$ cat config.mk
export PLATFORM = sky130hd
export DESIGN_NAME = mem_access_ctrl_flat
export DESIGN_NICKNAME = d
export VERILOG_FILES = /design/src/rtl/mem_access_ctrl_if.sv /design/src/rtl/mem_access_ctrl.sv /design/src/flat_wrapper.sv
export SDC_FILE = /design/constraint.sdc
export NUM_CORES = 1
export LEC_CHECK = 0
export ABC_AREA = 0
export BUFFER_PORTS_ARGS = -buffer_cell sky130_fd_sc_hd__buf_4
export CORE_AREA = 2 2 90 109
export DETAILED_ROUTE_END_ITERATION = 10
export DIE_AREA = 0 0 92 111
export PLACE_DENSITY = 0.84
export SKIP_CTS_REPAIR_TIMING = 1
export SYNTH_ARGS = -nofsm -noshare
export SYNTH_HDL_FRONTEND = slang
export SYNTH_SLANG_ARGS = --single-unit
$ cat constraint.sdc
create_clock -name clk -period 5.14 [get_ports clk]
set_clock_uncertainty 0.05 [all_clocks]
set_input_delay 0.257 -clock clk [delete_from_list [all_inputs] [get_ports clk]]
set_output_delay 0.257 -clock clk [all_outputs]
set_load 0.01 [all_outputs]
$ cat src/rtl/mem_access_ctrl_if.sv
// Data-bus bundle between the MEM-stage access controller and the memory port.
// The controller is the master; the memory side answers with addr_ok/data_ok.
interface mem_access_ctrl_if;
    logic        data_req;
    logic        data_wr;
    logic [1:0]  data_size;
    logic [31:0] data_addr;
    logic [3:0]  data_wstrb;
    logic [31:0] data_wdata;
    logic        data_addr_ok;
    logic        data_data_ok;
    logic [31:0] data_rdata;

    modport master (
        output data_req, data_wr, data_size, data_addr, data_wstrb, data_wdata,
        input  data_addr_ok, data_data_ok, data_rdata
    );

    modport slave (
        input  data_req, data_wr, data_size, data_addr, data_wstrb, data_wdata,
        output data_addr_ok, data_data_ok, data_rdata
    );
endinterface

$ cat src/rtl/mem_access_ctrl.sv
// MEM-stage load/store controller: alignment check, lane steering, and a
// request/wait/done handshake with the data bus that stalls the pipeline.
module mem_access_ctrl (
    input  logic                clk,
    input  logic                rst,
    input  logic                mem_en,
    input  logic                mem_wr,
    input  logic [1:0]          size_con,
    input  logic [31:0]         addr,
    input  logic [31:0]         wdata,
    input  logic                flush,
    mem_access_ctrl_if.master   bus,
    output logic                stall,
    output logic                done,
    output logic [31:0]         rdata_out,
    output logic                adel,
    output logic                ades
);

    typedef enum logic [1:0] {
        IDLE = 2'd0,
        REQ  = 2'd1,
        WAIT = 2'd2,
        DONE = 2'd3
    } state_e;

    typedef enum logic [1:0] {
        SZ_NONE = 2'b00,
        SZ_WORD = 2'b01,
        SZ_HALF = 2'b10,
        SZ_BYTE = 2'b11
    } size_e;

    state_e      state_q, state_d;
    logic        wr_q, wr_d;
    logic [1:0]  size_q, size_d;
    logic [31:0] addr_q, addr_d;
    logic [3:0]  strb_q, strb_d;
    logic [31:0] wdata_q, wdata_d;
    logic [31:0] rdata_q, rdata_d;
    logic        drop_q, drop_d;

    logic        active;
    logic        misaligned;
    logic        accept;
    logic        capture_ok;

    assign active     = mem_en && (size_con != SZ_NONE) && !flush;
    assign misaligned = ((size_con == SZ_WORD) && (addr[1:0] != 2'b00)) ||
                        ((size_con == SZ_HALF) && addr[0]);
    // Inputs only matter in IDLE; gating with rst keeps outputs quiet in reset.
    assign accept     = !rst && (state_q == IDLE) && active && !misaligned;
    assign adel       = !rst && (state_q == IDLE) && active && misaligned && !mem_wr;
    assign ades       = !rst && (state_q == IDLE) && active && misaligned && mem_wr;

    // A flush arriving in the same cycle as data_ok must already suppress capture.
    assign capture_ok = !(drop_q || flush);

    always_comb begin
        state_d = state_q;
        wr_d    = wr_q;
        size_d  = size_q;
        addr_d  = addr_q;
        strb_d  = strb_q;
        wdata_d = wdata_q;
        rdata_d = rdata_q;
        drop_d  = drop_q;
        stall   = 1'b0;
        done    = 1'b0;

        case (state_q)
            IDLE: begin
                if (accept) begin
                    state_d = REQ;
                    stall   = 1'b1;
                    wr_d    = mem_wr;
                    addr_d  = addr;
                    case (size_con)
                        SZ_WORD: begin
                            size_d  = 2'd2;
                            strb_d  = 4'b1111;
                            wdata_d = wdata;
                        end
                        SZ_HALF: begin
                            size_d  = 2'd1;
                            strb_d  = addr[1] ? 4'b1100 : 4'b0011;
                            wdata_d = {2{wdata[15:0]}};
                        end
                        default: begin
                            size_d  = 2'd0;
                            strb_d  = 4'b0001 << addr[1:0];
                            wdata_d = {4{wdata[7:0]}};
                        end
                    endcase
                    if (!mem_wr) begin
                        strb_d = '0;
                    end
                end
            end
            REQ: begin
                stall = 1'b1;
                if (flush) begin
                    drop_d = 1'b1;
                end
                if (bus.data_addr_ok) begin
                    if (bus.data_data_ok) begin
                        state_d = DONE;
                        if (capture_ok) begin
                            rdata_d = bus.data_rdata;
                        end
                    end else begin
                        state_d = WAIT;
                    end
                end
            end
            WAIT: begin
                stall = 1'b1;
                if (flush) begin
                    drop_d = 1'b1;
                end
                if (bus.data_data_ok) begin
                    state_d = DONE;
                    if (capture_ok) begin
                        rdata_d = bus.data_rdata;
                    end
                end
            end
            DONE: begin
                done    = !drop_q;
                drop_d  = 1'b0;
                state_d = IDLE;
            end
            default: begin
                state_d = IDLE;
            end
        endcase
    end

    always_ff @(posedge clk or posedge rst) begin
        if (rst) begin
            state_q <= IDLE;
            wr_q    <= 1'b0;
            size_q  <= '0;
            addr_q  <= '0;
            strb_q  <= '0;
            wdata_q <= '0;
            rdata_q <= '0;
            drop_q  <= 1'b0;
        end else begin
            state_q <= state_d;
            wr_q    <= wr_d;
            size_q  <= size_d;
            addr_q  <= addr_d;
            strb_q  <= strb_d;
            wdata_q <= wdata_d;
            rdata_q <= rdata_d;
            drop_q  <= drop_d;
        end
    end

    assign bus.data_req   = (state_q == REQ);
    assign bus.data_wr    = wr_q;
    assign bus.data_size  = size_q;
    assign bus.data_addr  = addr_q;
    assign bus.data_wstrb = strb_q;
    assign bus.data_wdata = wdata_q;
    assign rdata_out      = rdata_q;

endmodule

$ cat src/flat_wrapper.sv
// flat-port wrapper written by rule: the top's interface ports become plain ports
module mem_access_ctrl_flat 
  (clk, rst, mem_en, mem_wr, size_con, addr, wdata, flush, stall, done, rdata_out, adel, ades, bus_data_req, bus_data_wr, bus_data_size, bus_data_addr, bus_data_wstrb, bus_data_wdata, bus_data_addr_ok, bus_data_data_ok, bus_data_rdata);
  mem_access_ctrl_if bus_i ();
  input  logic clk;
  input  logic rst;
  input  logic mem_en;
  input  logic mem_wr;
  input  logic [1:0] size_con;
  input  logic [31:0] addr;
  input  logic [31:0] wdata;
  input  logic flush;
  output logic stall;
  output logic done;
  output logic [31:0] rdata_out;
  output logic adel;
  output logic ades;
  output wire logic [$bits(bus_i.data_req)-1:0] bus_data_req;
  output wire logic [$bits(bus_i.data_wr)-1:0] bus_data_wr;
  output wire logic [$bits(bus_i.data_size)-1:0] bus_data_size;
  output wire logic [$bits(bus_i.data_addr)-1:0] bus_data_addr;
  output wire logic [$bits(bus_i.data_wstrb)-1:0] bus_data_wstrb;
  output wire logic [$bits(bus_i.data_wdata)-1:0] bus_data_wdata;
  input wire logic [$bits(bus_i.data_addr_ok)-1:0] bus_data_addr_ok;
  input wire logic [$bits(bus_i.data_data_ok)-1:0] bus_data_data_ok;
  input wire logic [$bits(bus_i.data_rdata)-1:0] bus_data_rdata;
  assign bus_data_req = bus_i.data_req;
  assign bus_data_wr = bus_i.data_wr;
  assign bus_data_size = bus_i.data_size;
  assign bus_data_addr = bus_i.data_addr;
  assign bus_data_wstrb = bus_i.data_wstrb;
  assign bus_data_wdata = bus_i.data_wdata;
  assign bus_i.data_addr_ok = bus_data_addr_ok;
  assign bus_i.data_data_ok = bus_data_data_ok;
  assign bus_i.data_rdata = bus_data_rdata;
  mem_access_ctrl u_core (.clk(clk), .rst(rst), .mem_en(mem_en), .mem_wr(mem_wr), .size_con(size_con), .addr(addr), .wdata(wdata), .flush(flush), .bus(bus_i), .stall(stall), .done(done), .rdata_out(rdata_out), .adel(adel), .ades(ades));
endmodule
==> After elaboration in Yosys (flattened, before gate mapping) <==
Cells that the tools add are included.
{ "classes": {"reduce_logical": 27, "n_eq_ne": 9, "mux": 19, "n_shift": 1} }
{ "op_table": {"columns": ["op", "count"], "rows": [
  ["32-bit one-hot mux with 2 select lines", 2],
  ["32-bit two-way mux", 3],
  ["1-bit logical AND", 10],
  ["4-bit two-way mux", 2],
  ["2-bit one-hot mux with 4 select lines", 1],
  ["4-bit one-hot mux with 2 select lines", 1],
  ["2-bit nonzero test", 4],
  ["2-bit equality test (second input constant)", 3],
  ["2-bit two-way mux", 3],
  ["2-bit by 1-bit != test with 1-bit output (second input constant)", 3],
  ["2-bit AND reduction", 3],
  ["1-bit logical NOT", 5],
  ["2-bit by 1-bit equality test with 1-bit output (second input constant)", 2],
  ["1-bit two-way mux", 4],
  ["1-bit one-hot mux with 2 select lines", 2],
  ["2-bit one-hot mux with 2 select lines", 1],
  ["1-bit by 2-bit << shifter with 4-bit output (first input constant)", 1],
  ["3-bit AND reduction", 1],
  ["2-bit logical NOT", 1],
  ["1-bit logical OR", 2],
  ["2-bit != test (second input constant)", 1],
  ["2-bit OR reduction", 1]
]} }
{ "word_totals": {"elab_cells": 64, "reg_bits": 106, "inputBits": 105, "output_inout_bits": 108} }

==> Logic depth before layout (Yosys ltp) <==
{ "depth": {"depth_word": 7, "depth_mapped": 8, "mapped_depth_nobuf": 6} }

==> Worst setup path before layout <==
OpenSTA, ideal clock, no wires.
{ "synth_timing": {"path_kind": "input to output", "from": "input port size_con[0]", "to": "output port stall", "n_path_buf": 2, "slack_ps": 3230, "t_required_ps": 4833, "cell_stages": 7, "arrival_ps": 1603, "path_cell_list": "inv_1 -> ha_1 -> nor4b_4 -> nand4b_2 -> buf_2 -> clkbuf_1 -> a21oi_1"} }
{ "synth_between": {"elab_chain_len": 7, "word_cells_on_any_way": 13, "cone_classes": "2 x eq/ne; 2 x mux; 9 x reduce/logical"} }
{ "synth_lines": {"columns": ["item", "line_no", "text"], "rows": [
  ["start: declaration", "flat_wrapper.sv:9", "input logic [1:0] size_con;"],
  ["2-bit by 1-bit equality test with 1-bit output (tied with other cells)", "mem_access_ctrl.sv:49", "assign misaligned = ((size_con == SZ_WORD) && (addr[1:0] != 2'b00)) ||"],
  ["1-bit logical AND (on tied branches)", "mem_access_ctrl.sv:49, mem_access_ctrl.sv:48, mem_access_ctrl.sv:50", null],
  ["1-bit logical OR or 1-bit logical AND (tied branches)", "mem_access_ctrl.sv:49, mem_access_ctrl.sv:48", null],
  ["1-bit logical NOT or 1-bit logical AND (tied branches)", "mem_access_ctrl.sv:52", "assign accept = !rst && (state_q == IDLE) && active && !misaligned;"],
  ["1-bit logical AND (*)", "mem_access_ctrl.sv:52", null],
  ["1-bit two-way mux (*)", "mem_access_ctrl.sv:73", "if (accept) begin"],
  ["1-bit one-hot mux with 2 select lines (*)", "mem_access_ctrl.sv:71", "case (state_q)"],
  ["end: declaration", "flat_wrapper.sv:13", "output logic stall;"]
]} }
Mark *: on every way between the ends. The rest lies on a longest branch, timed or not.

==> Final worst setup path <==
{ "layout_timing": {"from": "register u_core.state_q[0]", "to": "output port stall"} }
{ "layout_between": {"elab_chain_len": 6, "word_cells_on_any_way": 9, "cone_classes": "2 x eq/ne; 2 x mux; 5 x reduce/logical"} }
{ "layout_lines": {"columns": ["item", "line_no", "text"], "rows": [
  ["start: declaration", "mem_access_ctrl.sv:34", "state_e state_q, state_d;"],
  ["start signal: assignment", "mem_access_ctrl.sv:150", "state_q <= state_d;"],
  ["2-bit logical NOT", "mem_access_ctrl.sv:52, mem_access_ctrl.sv:71", null],
  ["1-bit logical AND (3 in a row)", "mem_access_ctrl.sv:52", null],
  ["1-bit two-way mux", "mem_access_ctrl.sv:73", null],
  ["1-bit one-hot mux with 2 select lines (*)", "mem_access_ctrl.sv:71", null]
]} }
Marked as above.

==> impl_results.md <==
- Status: complete, but fails checks
- Failing checks: hold timing
- Cell Area, Synth: 4500 um2
- Pre-antenna DRT Iters: 4
- Final nets: 679
- HPWL Detailed: 8.81 mm
- Setup TNS: 0 ns
- Flop pwr share: 40.3%
- TritonCTS clock tree: built
- Synth Register Bits: 106
- Startpoint types: register
- Total power: 0.00354 W
- Yosys warning total: 0
- Mean Syn Cell Area: 12.6 um2
- Unrepaired setup endpoints after global routing: no
- Die Ht: 111 um
- Commonest non-fill, non-tap cell in the layout: buf_4
- Routability congestion estimate: 0.870
- Core Region: 9270 um2
- Final routed DRC violation total: 0
- Vias in the first global route: 3,626
- DR iter-0 viols: 115
- Synthesized instance count: 357
- Placed insts: 676
- Latest clock arrival within the worst-skew pair: 0.34 ns
- Area delta synth->final: 44.0%
- Antenna violations before repair: 0
- R2R setup slack: 2.92 ns
- Fin. max-slew vios: 0
- ANT cells: 0
- Max-slew headroom at the worst pin: 51.4%
- Core Util, Final: 69.9%
- Yosys cell types: 28
- Num ports: 213
- Critical-path maximum fanout: 29
- H-Tree Depth: 3
- DIE WIDTH: 92 um
- Hold WS: -0.00856 ns
- Register area share after synthesis: 58.9%
- Post-Route WL: 11.4 mm
- Clock network power share: 18.5%
- Worst vdd ir: 0.273 mV
- Grt total ovfl: 0
- Max-capacitance violation count: 0
- Worst-margin pin slew: 0.729 ns
- Period utilization: 45.7%
- Comb pwr share: 41.2%
- GRT Total Usage: 22.8%
- Layout Cells excl Fill: 692
- Clock Path Buffers: 2
- Net Switching: 0.00116 W
- Worst min path class: primary input to async pin
- Num CTS Buffers: 9
- Tmin final: 2.35 ns
- Detail Route Antenna Nets: 0
- Most frequent cells in the layout: buf_4 (216), dfrtp_1 (106), mux2_2 (72), nand2_1 (35), o21ai_0 (33)
- WP data required: 4.83 ns
- Die area: 10,200 um2
- Avg WL per Cell: 16.4 um
- Max Clk Rate: 0.425 GHz
- Reg clk slew, reported paths: 0.07 ns
- First-pass GRT wire length: 18.1 mm
- Share of cells above drive strength 1: 54.1%
- Hold Violations, Final: 28
- CTS sink count: 106
- Final setup fails: 0
- Worst EP arrival: 2.04 ns
- PortBufs: 212
- Net Sw Frac: 32.7%
- Std cell rows: 39
- Power per cell area: 546 nW/um2
- Via count: 3,539
- Internal power: 0.00238 W
- Pleak: 3.33 nW
- Vias per cell: 5.11
- Initial Util: 48.6%
- Critical Path End Type: output port
- Syn_nets: 472
- Largest net degree at the start of global routing: 58
- CTS root buf: clkbuf_16
- Critical path type: register to output port
[area by class of cell]
class / instances / area [um2]
fill: 690 / 2790
sequential: 106 / 2650
multi-input combinational: 219 / 1720
timing repair buffer: 216 / 1620
clock buffer: 9 / 225
tap: 123 / 154
clock inverter: 7 / 61.3
inverter: 12 / 47.5
[power by group through the flow]
stage | Sequential, W | Clock (W) | Combinational [W]
6_report | 0.00142 | 0.000655 | 0.00146
5_1_grt | 0.00147 | 0.000707 | 0.00157
4_1_cts | 0.00142 | 0.000672 | 0.00148
3_5_place_dp | 0.00144 | 0 | 0.00148
3_3_place_gp | 0.00141 | 0 | 0.00143
2_1_floorplan | 0.00159 | 0 | 0.000493
[routing by layer]
layer	vias to the layer above	track usage (%)	routed length, um
li1	1667	-	-
met1	1681	27.7	4460
met2	176	38.1	5630
met3	15	7.14	1080
met4	0	8.26	209
met5	-	0	0
[state kept, by name, summed over array words and instances, names as in the netlist]
signal,count
u_core.bus.data_wstrb,4
u_core.state_q,2
u_core.rdata_out,32
u_core.bus.data_wr,1
u_core.bus.data_wdata,32
u_core.bus.data_size,2
u_core.bus.data_addr,32
u_core.drop_q,1
[synthesized netlist by cell type]
cell | instances | area (um2)
o21a_1 | 2 | 15.0
a211o_1 | 2 | 17.5
nor2_1 | 3 | 11.3
nand4_1 | 1 | 6.26
nor2b_1 | 10 | 62.6
a22oi_1 | 9 | 67.6
dfrtp_1 | 106 | 2650
nand2b_1 | 1 | 6.26
nand2_1 | 35 | 131
a21o_1 | 1 | 7.51
buf_1 | 1 | 3.75
a211oi_1 | 1 | 7.51
ha_1 | 10 | 125
clkbuf_1 | 10 | 37.5
and2_1 | 1 | 6.26
nand4b_2 | 1 | 15.0
a21oi_1 | 22 | 110
o31ai_1 | 1 | 7.51
inv_1 | 12 | 45.0
mux2_2 | 72 | 811
buf_6 | 1 | 11.3
o21ai_0 | 33 | 165
nor4b_4 | 1 | 23.8
buf_2 | 8 | 40.0
nor4b_2 | 1 | 15.0
a22o_1 | 8 | 70.1
nor3_1 | 2 | 10.0
mux2i_1 | 2 | 20.0
[kinds of logic after synthesis]
group / count (synthesis) / share of synthesized area, %
DFF: 106 / 58.9
muxes: 74 / 18.5
buffers and inverters: 32 / 3.06
AOI/OAI and AO/OA: 79 / 10.4
adders and majority gates: 10 / 2.78
and+or+nand+nor: 56 / 6.39
[metrics by stage]
stage               setup slack (ns)  area, um2
floorplan                       2.04       4500
global placement                2.69       6200
detailed placement              2.55       6200
CTS                             2.77       6480
global route                    2.56       6480
finish                          2.79       6480
[final timing paths]
kind / from / endpoint / cells after the start
max: u_core.state_q[0] / stall / 5
min: rst / u_core.bus.data_addr[17] / 2
max reg2reg: u_core.state_q[0] / u_core.bus.data_addr[13] / 5
min reg2reg: u_core.bus.data_wdata[18] / u_core.bus.data_wdata[18] / 2
max in group asynchronous: rst / u_core.bus.data_addr[3] / 3
min in group clk: addr[28] / u_core.bus.data_addr[28] / 2
[critical path, stage by stage (launching register included)]
cell	delay (ns)
dfrtp_1	0.40
inv_1	0.15
ha_1	0.30
nand4b_4	0.41
a21oi_1	0.28
buf_4	0.16
Note: power is estimated with default switching activity, not from simulation.
